===== config.mk =====
export PLATFORM = sky130hd
export DESIGN_NAME = mux4_rr_arbiter
export DESIGN_NICKNAME = d
export VERILOG_FILES = /design/src/rtl/mux4_arb_pkg.sv /design/src/rtl/mux4_rr_arbiter_pick.sv /design/src/rtl/mux4_rr_arbiter.sv
export SDC_FILE = /design/constraint.sdc
export NUM_CORES = 1
export LEC_CHECK = 0
export ABC_AREA = 1
export BUFFER_PORTS_ARGS = -buffer_cell sky130_fd_sc_hd__buf_4
export CELL_PAD_IN_SITES_DETAIL_PLACEMENT = 1
export CELL_PAD_IN_SITES_GLOBAL_PLACEMENT = 2
export CORE_MARGIN = 10
export CORE_UTILIZATION = 29
export DETAILED_ROUTE_END_ITERATION = 6
export HOLD_SLACK_MARGIN = 0.08
export PLACE_DENSITY = 0.82
export SLEW_MARGIN = 20
export SYNTH_ARGS = -nofsm -noshare
export SYNTH_HDL_FRONTEND = slang
export SYNTH_SLANG_ARGS = --single-unit

===== constraint.sdc =====
create_clock -name clk -period 2.2 [get_ports clk]
set_clock_uncertainty 0.2 [all_clocks]
set_input_delay 0.11 -clock clk [delete_from_list [all_inputs] [get_ports clk]]
set_output_delay 0.11 -clock clk [all_outputs]
set_load 0.01 [all_outputs]

===== src/rtl/mux4_arb_pkg.sv =====
// Shared types, widths and helpers for the 4-requester round-robin mux arbiter.
// Contents: state enum (IDLE/GRANT), NUM_REQ/SEL_W widths, one-hot <-> index helpers.
package mux4_arb_pkg;

   localparam int unsigned NUM_REQ = 4;
   localparam int unsigned SEL_W   = 2;

   typedef enum logic [0:0] {
      IDLE  = 1'b0,
      GRANT = 1'b1
   } state_e;

   // Index to one-hot grant vector.
   function automatic logic [NUM_REQ-1:0] idx_to_onehot(input logic [SEL_W-1:0] idx);
      return NUM_REQ'(1) << idx;
   endfunction

   // One-hot vector to index; lowest set bit wins, zero maps to 0.
   function automatic logic [SEL_W-1:0] onehot_to_idx(input logic [NUM_REQ-1:0] oh);
      logic [SEL_W-1:0] idx;
      idx = '0;
      for (int i = NUM_REQ - 1; i >= 0; i--) begin
         if (oh[i]) idx = SEL_W'(i);
      end
      return idx;
   endfunction

endpackage


===== src/rtl/mux4_rr_arbiter_pick.sv =====
// Round-robin pick: first asserted request at or after (last+1) mod 4, with
// wrap-around. exclude_en removes requester 'last' from the search (rotation).
// Ports: req[3:0], last[1:0], exclude_en in; pick[1:0], any out. Purely combinational.
module rr_pick4
   import mux4_arb_pkg::*;
(
   input  logic [NUM_REQ-1:0] req,
   input  logic [SEL_W-1:0]   last,
   input  logic               exclude_en,
   output logic [SEL_W-1:0]   pick,
   output logic               any
);

   logic [SEL_W-1:0] idx;

   // Walk offsets 1..4 from last; the 2-bit add wraps naturally.
   always_comb begin
      pick = '0;
      any  = 1'b0;
      idx  = '0;
      for (int unsigned k = 1; k <= NUM_REQ; k++) begin
         idx = last + SEL_W'(k);
         if (!any && req[idx] && !(exclude_en && (idx == last))) begin
            pick = idx;
            any  = 1'b1;
         end
      end
   end

endmodule


===== src/rtl/mux4_rr_arbiter.sv =====
// Round-robin arbiter sharing one 4:1 bit-mux between four requesters, with a
// hold limit of MAX_HOLD cycles while others wait.
// Ports: clk, rst_n (sync, active-low), ena (freeze when low), req[3:0],
//        data_in[3:0]; gnt[3:0], sel[1:0], valid, hold_cnt registered;
//        data_out combinational from registered sel/valid.
// Optional: define MUX4_ARB_LOCK_EN to add input 'lock' that suppresses
//           hold-limit rotation while the owner keeps requesting.
module mux4_rr_arbiter
   import mux4_arb_pkg::*;
#(
   parameter int unsigned MAX_HOLD = 4,
   parameter int unsigned HOLD_W   = 8
) (
   input  logic               clk,
   input  logic               rst_n,
   input  logic               ena,
`ifdef MUX4_ARB_LOCK_EN
   input  logic               lock,
`endif
   input  logic [NUM_REQ-1:0] req,
   input  logic [NUM_REQ-1:0] data_in,
   output logic [NUM_REQ-1:0] gnt,
   output logic [SEL_W-1:0]   sel,
   output logic               valid,
   output logic               data_out,
   output logic [HOLD_W-1:0]  hold_cnt
);

   localparam logic [HOLD_W-1:0] HOLD_MAX = HOLD_W'(MAX_HOLD - 1);

   state_e             state_q, state_d;
   logic [NUM_REQ-1:0] gnt_q, gnt_d;
   logic [SEL_W-1:0]   sel_q, sel_d;
   logic [SEL_W-1:0]   last_q, last_d;
   logic               valid_q, valid_d;
   logic [HOLD_W-1:0]  hold_q, hold_d;

   logic [SEL_W-1:0]   pick_idx;
   logic               pick_any;
   logic               owner_req;
   logic               rotate_ok;

   assign owner_req = req[sel_q];

`ifdef MUX4_ARB_LOCK_EN
   assign rotate_ok = !(valid_q && lock);
`else
   assign rotate_ok = 1'b1;
`endif

   // While the owner still requests, exclude it so 'any' means "someone else waits".
   rr_pick4 u_pick (
      .req        (req),
      .last       (last_q),
      .exclude_en ((state_q == GRANT) && owner_req),
      .pick       (pick_idx),
      .any        (pick_any)
   );

   // State register and datapath flops.
   always_ff @(posedge clk) begin
      if (!rst_n) begin
         state_q <= IDLE;
         gnt_q   <= '0;
         sel_q   <= '0;
         last_q  <= SEL_W'(NUM_REQ - 1);
         valid_q <= 1'b0;
         hold_q  <= '0;
      end else begin
         state_q <= state_d;
         gnt_q   <= gnt_d;
         sel_q   <= sel_d;
         last_q  <= last_d;
         valid_q <= valid_d;
         hold_q  <= hold_d;
      end
   end

   // Next-state logic.
   always_comb begin
      state_d = state_q;
      if (ena) begin
         case (state_q)
            IDLE:    if (pick_any) state_d = GRANT;
            GRANT:   if (!owner_req && !pick_any) state_d = IDLE;
            default: state_d = IDLE;
         endcase
      end
   end

   // Grant, select, pointer and hold-counter updates.
   always_comb begin
      gnt_d   = gnt_q;
      sel_d   = sel_q;
      last_d  = last_q;
      valid_d = valid_q;
      hold_d  = hold_q;
      if (ena) begin
         case (state_q)
            IDLE: begin
               if (pick_any) begin
                  gnt_d   = idx_to_onehot(pick_idx);
                  sel_d   = pick_idx;
                  last_d  = pick_idx;
                  valid_d = 1'b1;
                  hold_d  = '0;
               end
            end
            GRANT: begin
               if (!owner_req) begin
                  // Release: hand over directly, or drop to idle keeping sel.
                  if (pick_any) begin
                     gnt_d   = idx_to_onehot(pick_idx);
                     sel_d   = pick_idx;
                     last_d  = pick_idx;
                     valid_d = 1'b1;
                  end else begin
                     gnt_d   = '0;
                     valid_d = 1'b0;
                  end
                  hold_d = '0;
               end else if ((hold_q == HOLD_MAX) && pick_any && rotate_ok) begin
                  gnt_d   = idx_to_onehot(pick_idx);
                  sel_d   = pick_idx;
                  last_d  = pick_idx;
                  valid_d = 1'b1;
                  hold_d  = '0;
               end else if (hold_q != HOLD_MAX) begin
                  hold_d = hold_q + HOLD_W'(1);
               end
            end
            default: begin
               gnt_d   = '0;
               valid_d = 1'b0;
               hold_d  = '0;
            end
         endcase
      end
   end

   assign gnt      = gnt_q;
   assign sel      = sel_q;
   assign valid    = valid_q;
   assign hold_cnt = hold_q;
   assign data_out = valid_q & data_in[sel_q];

endmodule


After elaboration in Yosys (flattened, before gate mapping)
Cells that the tools add are included.
- add/sub/neg operators: 4
- magnitude comparators: 5
- eq/ne operators: 8
- shift-type cells: 1
- multiplexer cells: 44
- bitwise logic cells: 2
- reduce and logical (&&, ||, !) cells: 25
- operators by type and width (cell ; number):
    $mux 8 ; 4
    $mux 2 ; 9
    $mux 4 ; 4
    $pmux 8 s2 ; 1
    $lt 2x3->1 const B ; 5
    $mux 1 ; 15
    $logic_and 1x1->1 ; 13
    $bmux 1 s2 ; 6
    $logic_not 1->1 ; 9
    $add 8x1->8 const B ; 1
    $eq 8x2->1 const B ; 1
    $ne 8x2->1 const B ; 1
    $pmux 2 s2 ; 2
    $pmux 4 s2 ; 1
    $eq 2x2->1 ; 3
    $reduce_and 3->1 ; 2
    $add 2x2->2 const B ; 2
    $ne 4x2->1 const B ; 1
    $pmux 1 s2 ; 2
    $shl 1x2->4 const A ; 1
    $ne 3x2->1 const B ; 1
    $add 2x1->2 const B ; 1
    $ne 2x2->1 const B ; 1
    $reduce_and 2->1 ; 1
    2 further kinds ; 2
- register bits: 18
- bits of input ports: 11
- output and inout bits: 16
- word-level logic and storage cells: 95

Longest topological paths before layout
Gate-level depths: netlist of the first run.
- depth in word-level cells: 23
- gate-level depth with buffers: 16

By module
From an unflattened synthesis of the first run, not the netlist that was laid out.
- cell total of the unflattened synthesis: 235
- area total of the unflattened synthesis: 1431.4 um2
- modules (own cells, without submodules) (module ; instances ; cells each ; area an instance (um2) ; seq. area each (um2)):
    mux4_rr_arbiter ; 1 ; 178 ; 1116.1 ; 360.3
    rr_pick4 ; 1 ; 57 ; 315.3 ; 0.0

Worst setup path before layout of the first run
Ideal clock, no wire load.
- path type: reg-to-reg
- start: register last_q[0]
- end: register hold_q[5] (netlist: hold_cnt[5])
- data arrival time: 1.499 ns
- required time: 1.868 ns
- slack: 0.369 ns
- cell stages (with the launch flop): 14
- buffers on the path: 2
- cell sequence: dfxtp_1 > buf_6 > inv_6 > nand2_2 > nand3_1 > nand2_4 > nor2_8 > nand2_4 > nor2_2 > nand2_2 > nand3_4 > buf_6 > nand2_1 > nor3b_2
- word-level cells in the longest chain between the ends: 22
- elaborated cells between the ends (all ways): 41
- ends and longest elaborated chain (what ; line ; text):
    start, declared ; mux4_rr_arbiter.sv:34 ; logic [SEL_W-1:0] last_q, last_d;
    start signal, assigned ; mux4_rr_arbiter.sv:66 ; last_q <= SEL_W'(NUM_REQ - 1);
    start signal, assigned ; mux4_rr_arbiter.sv:73 ; last_q <= last_d;
    $add 2x1->2 ; mux4_rr_arbiter_pick.sv:22 ; idx = last + SEL_W'(k);
    $eq 2x2->1 ; mux4_rr_arbiter_pick.sv:23 ; if (!any && req[idx] && !(exclude_en && (idx == last))) begin
    $logic_and 1x1->1 ; mux4_rr_arbiter_pick.sv:23 ;
    $logic_not 1->1 ; mux4_rr_arbiter_pick.sv:23 ;
    $logic_and 1x1->1 ; mux4_rr_arbiter_pick.sv:23 ;
    $mux 1 ; mux4_rr_arbiter_pick.sv:23 ;
    $logic_not 1->1 ; mux4_rr_arbiter_pick.sv:23 ;
    $logic_and 1x1->1 (2 in a row) ; mux4_rr_arbiter_pick.sv:23 ;
    [4 not listed] ; -- ;
    $mux 1 ; mux4_rr_arbiter_pick.sv:23 ;
    $logic_not 1->1 ; mux4_rr_arbiter_pick.sv:23 ;
    $logic_and 1x1->1 (2 in a row) ; mux4_rr_arbiter_pick.sv:23 ;
    $mux 1 (*) ; mux4_rr_arbiter_pick.sv:23 ;
    $logic_and 1x1->1 ; mux4_rr_arbiter.sv:122 ; end else if ((hold_q == HOLD_MAX) && pick_any && rotate_ok) begin
    $mux 8 ; mux4_rr_arbiter.sv:122 ;
    $mux 8 ; mux4_rr_arbiter.sv:110 ; if (!owner_req) begin
    $pmux 8 s2 ; mux4_rr_arbiter.sv:99 ; case (state_q)
    end signal, assigned ; mux4_rr_arbiter.sv:75 ; hold_q <= hold_d;
    end, declared ; mux4_rr_arbiter.sv:36 ; logic [HOLD_W-1:0] hold_q, hold_d;
Every way passes the cells marked *; elsewhere a longest branch is shown, timed or not. The select of a mux whose other input is x is not followed.
A chain may end at the register's enable or synchronous reset.

Worst setup path after layout of the first run
- start: register last_q[0]
- end: register hold_q[4] (netlist: hold_cnt[4])
The elaborated chain is that of the path after synthesis.

==> metrics.md, run 1 <==
| Metric | Value |
|---|---|
| Sw Ratio | `45.0%` |
| Worst min path class | `flop to flop` |
| Reg area | `367 sq um` |
| WHS | `0.258 ns` |
| Slew Limit Fails | `0` |
| Hold Violations, Final | `0` |
| # Post-CTS Setup Buffers | `0` |
| Worst VDD drop | `0.350 mV` |
| Pwr/cell area | `884 nW/um^2` |
| Largest area contributor in the netlist | `dfxtp_1` |
| Worst path required time | `2.21 ns` |
| Clock sink count | `18` |
| Detail Route Antenna Nets | `0` |
| GRT overflow | `0` |
| Sequential share of the synthesized area | `25.8%` |
| Core box area | `4690 sq um` |
| Internal | `849 uW` |
| Top post-synthesis cells by area | `dfxtp_1 26%, nand2_1 15%, nand2_2 6.3%, inv_1 5.4%, nand3_1 5.0%` |
| DR pass1 iterations | `4` |
| Starting Density | `29.8%` |
| Max Root-Sink Buffers | `2` |
| Initial DRC count | `58` |
| Area occupied by multi-input gates | `882 sq um` |
| Psw | `695 uW` |
| Static power due to leakage | `0.844 nW` |
| #FFs+latches synth | `18` |
| CP max FO | `10` |
| Slew @ Worst Pin | `0.538 ns` |
| H-tree depth | `1` |
| Met1 wire length | `1.97 mm` |
| Mapped Avg Cell Area | `6.60 sq um` |
| Crit Path Category | `flop to flop` |
| Hpwl dp | `3.21 mm` |
| Filler instances | `627` |
| DRT Wirelength | `4.00 mm` |
| First-pass GRT wire length | `7.02 mm` |
| Max layer used | `met4` |
| Layout Nets | `258` |
| Layout cells sized above 1 | `33.1%` |
| Final GP Congestion | `0.748` |
| Seq pwr share | `29.0%` |
| Crit start category | `flop` |
| WL met2 | `1.91 mm` |
| Chip width | `89.5 um` |
| Met3 WL | `52 um` |
| CTS tree | `built` |
| Port Buffers | `26` |
| Unique masters post-synth | `33` |
| Area growth, synth to finish | `24.9%` |
| Crit share post-route | `89.0%` |
| Tot GR Track Use | `11.1%` |
| Combinational Power Share | `52.7%` |
| Row cnt | `25` |
| Largest net degree at the start of global routing | `15` |
| Crit path time final | `1.96 ns` |
| Post-Layout Inst Area | `1750 sq um` |
| Post-Syn Instances | `212` |
| Worst-path clk slew | `0.08 ns` |
| Via/cell ratio | `4.61` |
| Max Fclk | `511 MHz` |
| Die Area | `8000 sq um` |
| Clock root cell | `clkbuf_8` |
| Relative slew slack | `64.1%` |
| Final Util | `37.2%` |
| Die height | `89.5 um` |
| Share of the synthesized area in the top cell type | `25.8%` |
| Placed instance area | `1670 sq um` |
| Initial antenna violation count | `0` |
| Num CTS Buffers | `3` |
| Vias | `1378` |
| RSZ-0062 raised after global routing | `false` |
| Power share of the clock group | `18.3%` |
| Netlist Area Pre-Place | `1400 sq um` |
| Net Count, Synth | `224` |
| Critical Path AT | `1.96 ns` |
| Outcome | `finished, final reports clean` |
| # Max-Cap Violations | `0` |
| Yosys warns | `0` |
| Average wire per standard cell | `13.4 um` |
| Worst-skew pair later-pin latency | `0.26 ns` |
| N_diodes | `0` |
| Crit end category | `flop` |
| Residual DRC | `0` |
| I/O pin cnt | `27` |
| Vias in the first global route | `1485` |
| Final setup viols | `0` |
## final timing paths
| kind | from | endpoint | slack (ns) | cells past startpoint |
|---|---|---|---|---|
| hold / removal | gnt[2] | gnt[2] | 0.26 | 2 |
| setup / recovery | last_q[0] | hold_cnt[4] | 0.24 | 12 |
| setup reg to reg | last_q[0] | hold_cnt[4] | 0.24 | 12 |
| hold reg to reg | gnt[2] | gnt[2] | 0.26 | 2 |
## state kept, by name, indices dropped and copies added (netlist names)
| register | cells |
|---|---|
| hold_cnt | 8 |
| state_q | 1 |
| gnt | 4 |
| sel | 2 |
| last_q | 2 |
| valid | 1 |
## layer usage
layer / GRT usage (%) / up-vias
met3: 1.91 / 5
met5: 0 / -
met2: 18.0 / 10
met4: 3.90 / 0
li1: - / 744
met1: 14.3 / 619
## cell usage in the layout, fill, tap and decap left out, types with 6 or more instances in the layout
master	netlist	final
nand2_1	56	56
inv_2	8	8
o21ai_0	8	8
a21oi_1	10	10
inv_1	20	20
dfxtp_1	18	15
nand4_1	6	6
nor2_1	17	17
o21ai_1	6	6
buf_4	1	31
nand2_2	14	14
nand3_1	14	14
nand2_4	6	6
## cells by family (layout without fill, tap and decap cells)
group,count (synthesis),in the layout,share of synthesized area [%]
simple gates,130,130,51.3
buf+inv,35,68,11.2
compound gates,27,27,10.2
flops,18,18,25.8
fa+ha+maj,1,1,0.894
xor+xnor,1,1,0.626
## worst max-delay path, cell delays in order, from the launching register on
cell     delay [ns]
dfxtp_4        0.43
inv_6          0.07
nand2_2        0.08
nand2_4        0.07
o21ai_1        0.24
nand2_4        0.12
inv_2          0.09
nand2_2        0.07
nand3_4        0.13
nor2_4         0.06
nor2_4         0.15
nand2_1        0.11
nor2_1         0.10
## cells in the mapped netlist, drive strengths merged
master  count
clkbuf      1
buf         3
ha          1
a21boi      1
nor4        1
o21bai      1
xor2        1
nor2       24
dfxtp      18
a21oi      10
nand3      18
o21ai      14
nor3        3
nand4       6
clkinv      2
inv        29
nand2      76
o211ai      1
nor3b       1
or2         1
## through the flow
stage / worst slack [ns] / instances / total power [mW] / setup TNS [ns]
4_1_cts: 0.110 / 299 / 1.57 / 0
6_report: 0.243 / 299 / 1.54 / 0
2_1_floorplan: 0.369 / 212 / 1.03 / 0
3_3_place_gp: 0.0253 / 293 / 1.26 / 0
5_1_grt: 0.0527 / 299 / 1.68 / 0
3_5_place_dp: -0.00574 / 293 / 1.27 / -0.00574
## power by group through the flow
stage / Clock (mW) / Combinational (mW) / Sequential [mW]
floorplan: 0 / 0.594 / 0.439
global placement: 0 / 0.813 / 0.451
detailed placement: 0 / 0.818 / 0.451
CTS: 0.296 / 0.825 / 0.446
global route: 0.309 / 0.914 / 0.460
finish: 0.283 / 0.813 / 0.448
## repair_timing
item,CTS,global route
resized for setup,1,3
endpoints found under the hold margin,8,0
endpoints found under the setup margin,1,6
hold buffers,2,0
## area by class of cell
cell class	instances	share of cell area, %
multi-input cells	159	50.5
flip-flops and latches	18	21.0
repair buffers	33	14.5
inverters	31	7.02
well taps	54	3.87
clock buffers	4	3.15
(Power assumes the default switching activity.)
==> run 2, diff against run 1 <==
--- a/config.mk
+++ b/config.mk
@@ -7,10 +7,10 @@
 export LEC_CHECK = 0
 export ABC_AREA = 1
 export BUFFER_PORTS_ARGS = -buffer_cell sky130_fd_sc_hd__buf_4
-export CELL_PAD_IN_SITES_DETAIL_PLACEMENT = 1
-export CELL_PAD_IN_SITES_GLOBAL_PLACEMENT = 2
+export CELL_PAD_IN_SITES_DETAIL_PLACEMENT = 0
+export CELL_PAD_IN_SITES_GLOBAL_PLACEMENT = 1
 export CORE_MARGIN = 10
-export CORE_UTILIZATION = 29
+export CORE_UTILIZATION = 38
 export DETAILED_ROUTE_END_ITERATION = 6
 export HOLD_SLACK_MARGIN = 0.08
 export PLACE_DENSITY = 0.82
==> metrics.md, run 2 (synthesis gave the netlist of run 1 again) <==
| Metric | Value |
|---|---|
| Final setup viols | `0` |
| N_diodes | `0` |
| Final Util | `50.9%` |
| Hpwl dp | `2.80 mm` |
| DR pass1 iterations | `4` |
| Static power due to leakage | `0.853 nW` |
| # Max-Cap Violations | `0` |
| Max Root-Sink Buffers | `2` |
| Area growth, synth to finish | `25.2%` |
| RSZ-0062 raised after global routing | `false` |
| Total design power | `1.54 mW` |
| Critical Path Start | `last_q[1]` |
| Pwr/cell area | `882 nW/um^2` |
| Row cnt | `21` |
| Worst path required time | `2.16 ns` |
| I/O pin cnt | `27` |
| Dpl ws | `0.192 ns` |
| Critical Path AT | `1.96 ns` |
| Most common cell after layout, fill and taps aside | `nand2_1` |
| Final GP Congestion | `0.805` |
| CTS tree | `built` |
| Post-Layout Inst Area | `1750 sq um` |
| Vias in the first global route | `1372` |
| Max Fclk | `501 MHz` |
| Crit share post-route | `90.8%` |
| Crit end category | `flop` |
| Starting Density | `40.6%` |
| Via/cell ratio | `4.68` |
| Area occupied by multi-input gates | `882 sq um` |
| H-tree depth | `1` |
| Core box area | `3440 sq um` |
| Detail Route Antenna Nets | `0` |
| Port Buffers | `26` |
| Hold path startpoint | `gnt[0]` |
| Reg area | `362 sq um` |
| Tot GR Track Use | `11.4%` |
| Placed instance area | `1680 sq um` |
| Commonest cells after routing, fill and taps aside | `56 x nand2_1, 31 x buf_4, 20 x inv_1` |
| Worst VDD drop | `0.398 mV` |
| Layout Nets | `259` |
| Die Area | `6510 sq um` |
| Slew Limit Fails | `0` |
| # Post-CTS Setup Buffers | `0` |
| Hold Violations, Final | `0` |
| Crit Path Category | `flop to flop` |
| GRT overflow | `0` |
| Worst-path clk slew | `0.08 ns` |
| CP max FO | `8` |
| Chip width | `80.7 um` |
| Worst r2r src | `last_q[1]` |
| Placed Instances | `286` |
| Clock sink count | `18` |
| Crit path time final | `2.00 ns` |
| Relative slew slack | `66.1%` |
| Die height | `80.7 um` |
| Final cell count without fillers | `292` |
| Setup TNS | `0 ns` |
| Crit start category | `flop` |
| First-pass GRT wire length | `6.17 mm` |
| Residual DRC | `0` |
| Vias | `1367` |
| Worst-skew pair later-pin latency | `0.27 ns` |
| WHS | `0.258 ns` |
| DRT Wirelength | `3.45 mm` |
| Slew @ Worst Pin | `0.508 ns` |
| Worst min path class | `flop to flop` |
| Final WS setup | `0.202 ns` |
| Average wire per standard cell | `11.8 um` |
| Initial DRC count | `87` |
| Num CTS Buffers | `3` |
| Clock root cell | `clkbuf_8` |
| Largest net degree at the start of global routing | `15` |
| Max reg flops | `8` |
| Layout cells sized above 1 | `32.5%` |
| Initial antenna violation count | `0` |
| Filler instances | `361` |
| Outcome | `finished, final reports clean` |
[run 2: cell count changes in the layout (fill, tap and decap cells not counted)]
| cell | before | now |
|---|---|---|
| dfxtp_1 | 15 | 17 |
| dfxtp_4 | 1 | 0 |
| buf_12 | 0 | 1 |
| dfxtp_2 | 2 | 1 |
[run 2: final timing paths]
path              cells past startpoint     end  slack [ns]
setup / recovery                     13  gnt[0]        0.20
hold / removal                        2  gnt[0]        0.26
setup reg to reg                     13  gnt[0]        0.20
hold reg to reg                       2  gnt[0]        0.26
[run 2: worst max-delay path, cell delays in order (launching register included)]
cell and delay [ns]:
dfxtp_1 0.46, inv_2 0.09, nand2_2 0.09, nand2_4 0.06
o21ai_1 0.24, nand2_4 0.12, inv_2 0.08, nand2_2 0.07
nand3_4 0.13, clkinv_2 0.10, nand3_2 0.10, nor2_2 0.04
nand2_1 0.05, nand2_1 0.04
[run 2: power by group]
group          total, mW  internal (mW)  leakage [nW]  switching [mW]
clock              0.285          0.160        0.0288           0.125
sequential         0.432          0.379         0.148          0.0526
combinational      0.828          0.323         0.676           0.505
total               1.54          0.861         0.853           0.684
[run 2: area by class of cell]
type,instances,share of cell area (%)
Clock buffer,4,3.14
Inverter,31,7.00
Multi-Input combinational cell,159,50.4
Sequential cell,18,20.6
Tap cell,46,3.29
Timing Repair Buffer,34,15.6
[run 2: per-layer routing]
metal	global-route usage, %	vias up	wire length [um]
li1	-	745	-
met1	14.9	605	1700
met2	18.5	15	1630
met3	2.78	2	112
met4	1.90	0	15
met5	0	-	0
[run 2: repair_timing]
| action | CTS | global route |
|---|---|---|
| endpoints found under the hold margin | 8 | 0 |
| resized for setup | 0 | 1 |
| endpoints found under the setup margin | 0 | 4 |
| hold buffers | 2 | 0 |
